[config.mk]
export PLATFORM = sky130hd
export DESIGN_NAME = digit_frame_display_flat
export DESIGN_NICKNAME = d
export VERILOG_FILES = /design/src/rtl/digit_frame_display_if.sv /design/src/rtl/digit_frame_display.sv /design/src/flat_wrapper.sv
export SDC_FILE = /design/constraint.sdc
export NUM_CORES = 1
export LEC_CHECK = 0
export CAP_MARGIN = 20
export CELL_PAD_IN_SITES_DETAIL_PLACEMENT = 1
export CELL_PAD_IN_SITES_GLOBAL_PLACEMENT = 2
export CORE_MARGIN = 3
export CORE_UTILIZATION = 40
export DETAILED_ROUTE_END_ITERATION = 10
export DONT_BUFFER_PORTS = 1
export PLACE_DENSITY_LB_ADDON = 0.25
export SLEW_MARGIN = 20
export SYNTH_ARGS = -nofsm -noshare
export SYNTH_HDL_FRONTEND = slang
export SYNTH_SLANG_ARGS = --single-unit
export TNS_END_PERCENT = 100
[constraint.sdc]
create_clock -name clk -period 3.4 [get_ports clk]
set_clock_uncertainty 0.1 [all_clocks]
set_input_delay 0.51 -clock clk [delete_from_list [all_inputs] [get_ports clk]]
set_output_delay 0.51 -clock clk [all_outputs]
set_load 0.01 [all_outputs]
[src/rtl/digit_frame_display_if.sv]
// Bus between the digit generator side and the frame display block.
// The generator (or bench) drives the digit stream; the display block drives the outputs.
interface digit_frame_display_if #(
   parameter int NUM_DIGITS = 10
);
   logic [3:0]            digit_in;
   logic                  digit_valid;
   logic                  frame_clr;
   logic [6:0]            seg;
   logic [NUM_DIGITS-1:0] an;
   logic                  frame_done;
   logic [7:0]            frame_cnt;
   logic                  digit_err;

   modport master (
      output digit_in, digit_valid, frame_clr,
      input  seg, an, frame_done, frame_cnt, digit_err
   );

   modport slave (
      input  digit_in, digit_valid, frame_clr,
      output seg, an, frame_done, frame_cnt, digit_err
   );
endinterface

[src/rtl/digit_frame_display.sv]
// Collects BCD digits into frames, double-buffers each completed frame and
// scans the stable frame onto a multiplexed 7-segment display.
module digit_frame_display #(
   parameter int NUM_DIGITS     = 10,
   parameter int SCAN_DIV       = 4,
   parameter int SEG_ACTIVE_LOW = 1
) (
   input  logic                  clk,
   input  logic                  rst,
   digit_frame_display_if.slave  bus
);
   localparam int PTR_W = (NUM_DIGITS > 1) ? $clog2(NUM_DIGITS) : 1;
   localparam int PS_W  = (SCAN_DIV > 1) ? $clog2(SCAN_DIV) : 1;
   localparam logic [PTR_W-1:0] PTR_LAST = PTR_W'(NUM_DIGITS - 1);
   localparam logic [PS_W-1:0]  PS_LAST  = PS_W'(SCAN_DIV - 1);
   localparam logic             POL      = (SEG_ACTIVE_LOW != 0);

   logic [3:0]            fill_buf [NUM_DIGITS];
   logic [3:0]            disp_buf [NUM_DIGITS];
   logic [PTR_W-1:0]      wr_ptr;
   logic                  disp_valid;
   logic                  frame_done_q;
   logic [7:0]            frame_cnt_q;
   logic                  digit_err_q;
   logic [PS_W-1:0]       prescale;
   logic [PTR_W-1:0]      scan_idx;
   logic [6:0]            seg_q;
   logic [NUM_DIGITS-1:0] an_q;
   logic                  capture;
   logic                  last_digit;

   // A digit is taken only when no abort is pending; frame_clr has priority.
   assign capture    = bus.digit_valid && !bus.frame_clr;
   assign last_digit = (wr_ptr == PTR_LAST);

   function automatic logic [6:0] seg_decode(input logic [3:0] d);
      logic [6:0] s;
      case (d)
         4'd0:    s = 7'b0111111;
         4'd1:    s = 7'b0000110;
         4'd2:    s = 7'b1011011;
         4'd3:    s = 7'b1001111;
         4'd4:    s = 7'b1100110;
         4'd5:    s = 7'b1101101;
         4'd6:    s = 7'b1111101;
         4'd7:    s = 7'b0000111;
         4'd8:    s = 7'b1111111;
         4'd9:    s = 7'b1101111;
         default: s = 7'b0000000;
      endcase
      return s;
   endfunction

   // Write pointer, frame completion, frame counter and sticky error flag.
   always_ff @(posedge clk) begin
      if (rst) begin
         wr_ptr       <= '0;
         disp_valid   <= 1'b0;
         frame_done_q <= 1'b0;
         frame_cnt_q  <= '0;
         digit_err_q  <= 1'b0;
      end else begin
         frame_done_q <= 1'b0;
         if (bus.frame_clr) begin
            wr_ptr      <= '0;
            digit_err_q <= 1'b0;
         end else if (bus.digit_valid) begin
            if (bus.digit_in > 4'd9) begin
               digit_err_q <= 1'b1;
            end
            if (last_digit) begin
               wr_ptr       <= '0;
               disp_valid   <= 1'b1;
               frame_done_q <= 1'b1;
               frame_cnt_q  <= frame_cnt_q + 8'd1;
            end else begin
               wr_ptr <= wr_ptr + 1'b1;
            end
         end
      end
   end

   // Digit storage; the last digit bypasses fill_buf straight into disp_buf.
   always_ff @(posedge clk) begin
      if (!rst && capture) begin
         fill_buf[wr_ptr] <= bus.digit_in;
         if (last_digit) begin
            for (int i = 0; i < NUM_DIGITS; i++) begin
               disp_buf[i] <= (i == NUM_DIGITS - 1) ? bus.digit_in : fill_buf[i];
            end
         end
      end
   end

   // Free-running scan: prescale divides clk, scan_idx walks the positions.
   always_ff @(posedge clk) begin
      if (rst) begin
         prescale <= '0;
         scan_idx <= '0;
      end else if (prescale == PS_LAST) begin
         prescale <= '0;
         scan_idx <= (scan_idx == PTR_LAST) ? '0 : scan_idx + 1'b1;
      end else begin
         prescale <= prescale + 1'b1;
      end
   end

   // Registered segment/anode drive, blank until the first frame is loaded.
   always_ff @(posedge clk) begin
      if (rst || !disp_valid) begin
         seg_q <= {7{POL}};
         an_q  <= {NUM_DIGITS{POL}};
      end else begin
         seg_q <= seg_decode(disp_buf[scan_idx]) ^ {7{POL}};
         an_q  <= (NUM_DIGITS'(1) << scan_idx) ^ {NUM_DIGITS{POL}};
      end
   end

   assign bus.seg        = seg_q;
   assign bus.an         = an_q;
   assign bus.frame_done = frame_done_q;
   assign bus.frame_cnt  = frame_cnt_q;
   assign bus.digit_err  = digit_err_q;
endmodule

[src/flat_wrapper.sv]
// flat-port wrapper written by rule: the top's interface ports become plain ports
module digit_frame_display_flat 
#(
   parameter int NUM_DIGITS     = 10,
   parameter int SCAN_DIV       = 4,
   parameter int SEG_ACTIVE_LOW = 1
)
  (clk, rst, bus_digit_in, bus_digit_valid, bus_frame_clr, bus_seg, bus_an, bus_frame_done, bus_frame_cnt, bus_digit_err);
  digit_frame_display_if #(.NUM_DIGITS(NUM_DIGITS)) bus_i ();
  input  logic clk;
  input  logic rst;
  input wire logic [$bits(bus_i.digit_in)-1:0] bus_digit_in;
  input wire logic [$bits(bus_i.digit_valid)-1:0] bus_digit_valid;
  input wire logic [$bits(bus_i.frame_clr)-1:0] bus_frame_clr;
  output wire logic [$bits(bus_i.seg)-1:0] bus_seg;
  output wire logic [$bits(bus_i.an)-1:0] bus_an;
  output wire logic [$bits(bus_i.frame_done)-1:0] bus_frame_done;
  output wire logic [$bits(bus_i.frame_cnt)-1:0] bus_frame_cnt;
  output wire logic [$bits(bus_i.digit_err)-1:0] bus_digit_err;
  assign bus_i.digit_in = bus_digit_in;
  assign bus_i.digit_valid = bus_digit_valid;
  assign bus_i.frame_clr = bus_frame_clr;
  assign bus_seg = bus_i.seg;
  assign bus_an = bus_i.an;
  assign bus_frame_done = bus_i.frame_done;
  assign bus_frame_cnt = bus_i.frame_cnt;
  assign bus_digit_err = bus_i.digit_err;
  digit_frame_display #(.NUM_DIGITS(NUM_DIGITS), .SCAN_DIV(SCAN_DIV), .SEG_ACTIVE_LOW(SEG_ACTIVE_LOW)) u_core (.clk(clk), .rst(rst), .bus(bus_i));
endmodule
==> flow_summary_export.csv <==
group,metric,value,unit
critical_path,path_class,"flop to flop",
timing,maxSlewViolCount,0,
critical_path,crit_fanout,4,
critical_path,rrSetupSlack,0.80,ns
die,start_util,0.417,
routing,post_drt_wl_per_cell,18.1,um
die,dieArea,12200,um^2
placed_design,post-place-ws,0.798,ns
routing,first_iter_violations,184,
critical_path,cp_data_required_time,3.67,ns
layout,area_growth,17.3,%
flow_run,maxCapViolCount,0,
clocking,root_buffer,"clkbuf_8",
layout,final_util,0.490,
yosys,ys_ff_latch,118,
global_route,grt_pass1_vias,2519,
yosys,synth_top_area_frac,0.522,
yosys,synth_warnings,0,
layout,drive_above_1_share,0.143,
yosys,synth_flop_cell,"edfxtp_1",
routing,avgViaCountPerCell,5.12,
global_route,grt_antenna_before_repair,0,
yosys,async_reset_ff_frac,0,
placed_design,dpl_cell_area,4510,um^2
routing,drc_errors,0,
die,io_pins,35,
routing,ant_nets,0,
routing,vias,2379,
power_and_ir_drop,ir_drop,0.297,mV
timing,fin_crit_sh,0.764,
clocking,cts.clk_slew.worst_paths,0.06,ns
yosys,synthTopCellsByCount,"edfxtp_1, dfxtp_1, nor2_1",
global_route,grt_overflow,0,
timing,layout_setup_ws,0.803,ns
clocking,clock_path_buffers,2,
critical_path,cp_top_family,"multiplexers",
clocking,postCtsResizedCells,0,
critical_path,startpoint_type,"flop",
worst_hold_path,hp-class,"primary input to flop",
global_route,gr-usage-all-layers,0.148,
yosys,yosysMostFrequentCell,"edfxtp_1",
layout,fin_area,5120,um^2
placed_design,portBuffers,0,
global_route,grt_pass1_wl,13.7,mm
yosys,synth_top_cell_by_area,"edfxtp_1",
power_and_ir_drop,p_per_area,637,nW/um^2
routing,dr.pass1.iters,4,
layout,finalNetCount,333,
critical_path,slowest_stage,"mux4_1",
timing,tightest_slew,0.897,ns
clocking,h-tree-depth,4,
yosys,synth_area,4370,um^2
yosys,yosysSeqAreaShare,0.715,
placed_design,gp_congestion,0.721,
clocking,cts_sinks,118,
critical_path,crit_buf_inv,1,
timing,min_period,2.60,ns
timing,relSlewSlack,0.398,
yosys,synth_cell_type_count,41,
timing,rsz0062_at_grt,"no",
clocking,hold_buffers,5,
timing,max_freq,0.385,GHz
critical_path,path_cells,"mux4_1 -> mux2_2 -> o21ai_0 -> inv_1 -> ha_1 -> mux2i_1 -> or2_2 -> a31oi_1",
yosys,synthCells,297,
timing,hold_viol_final,0,
clocking,cts_buffers,17,
yosys,synth_nets,314,
clocking,cts_setup_buffers,0,
power_and_ir_drop,finalPower,3260,uW
placed_design,dpl.hpwl,5.49,mm
critical_path,slowest_delay,0.56,ns
timing,finalSetupTns,0,ns
yosys,synth_edf_count,76,
routing,wl,8.42,mm
critical_path,end_kind,"flop",
critical_path,arrival,2.87,ns
die,dieWidth,111,um
yosys,synth_area_per_cell,14.7,um^2
clocking,cts_tree,"built",
global_route,grt_max_degree,41,
die,die_h,111,um
clocking,clock_latency,0.51,ns
timing,finalSetupViolCount,0,
layout,antenna_cells,0,
die,rows,37,
die,placeableCoreArea,10500,um^2
power_and_ir_drop,p_leak,0.00170,uW
yosys,synthTopCellsByArea,"edfxtp_1, dfxtp_1, mux2i_1, ha_1, nor2_1",
status,status,"completed",
sequential cells by signal, indices dropped and copies added, names as in the netlist, named ones only:
signal,flops
u_core.disp_buf,40
u_core.fill_buf,36
u_core.bus.an,10
u_core.bus.frame_cnt,8
u_core.bus.seg,7
u_core.scan_idx,4
u_core.wr_ptr,4
u_core.prescale,2
u_core.bus.digit_err,1
u_core.bus.frame_done,1
u_core.disp_valid,1
metrics by stage:
stage / cells / hold slack (ns)
6_report: 465 / 0.0680
5_1_grt: 465 / 0.0681
4_1_cts: 465 / 0.0498
3_5_place_dp: 428 / 0.306
3_3_place_gp: 428 / 0.301
2_1_floorplan: 297 / 0.300
area by class of cell:
class	count	area, um^2
Fill cell	1075	5340
Sequential cell	118	3120
Multi-Input combinational cell	166	1180
Clock buffer	26	520
Tap cell	136	170
Timing Repair Buffer	8	72.6
Clock inverter	6	38.8
Inverter	5	18.8
worst reg2reg max path: stages, from the launching register on:
cell,delay (ns)
dfxtp_1,0.37
mux4_1,0.56
mux2_2,0.29
o21ai_0,0.42
inv_1,0.14
ha_1,0.26
mux2i_1,0.13
or2_2,0.12
a31oi_1,0.07
report_power, final:
group	internal, uW	switching, uW
clock	1040	590
sequential	1530	9.68
combinational	41.3	56.3
total	2610	656
cell families (layout without fill, tap and decap cells):
logic type,Yosys count,in the layout,synth area share
simple gates,92,92,0.110
compound gates,33,33,0.0450
fa+ha+maj,9,9,0.0258
buf+inv,13,45,0.0166
xor+xnor,9,9,0.0180
mux,23,23,0.0696
flops,118,118,0.715
final timing paths:
kind,start,to,cells past startpoint
max,flop,u_core.bus.seg[6],8
min,bus_digit_valid,u_core.wr_ptr[0],2
max reg2reg,flop,u_core.bus.seg[6],8
min reg2reg,u_core.fill_buf[0][0],u_core.disp_buf[0][0],0
placed cells by master, fill, tap and decap left out, drive strengths merged, types with 9 or more instances in the layout:
cell    netlist  final
nor2         22     22
mux2i        15     15
nand2        22     22
clkbuf        5     26
nor3         10     10
a21oi        13     13
ha            9      9
edfxtp       76     76
o21ai        11     11
dfxtp        42     42
routing by layer:
layer  global-route usage  share of wire  vias to the layer above
met4               0.0780          0.019                        0
met2                0.233           0.50                       46
li1                     -              -                     1134
met3               0.0482          0.035                       11
met5                    0              0                        -
met1                0.181           0.45                     1188
(Power assumes the default switching activity.)
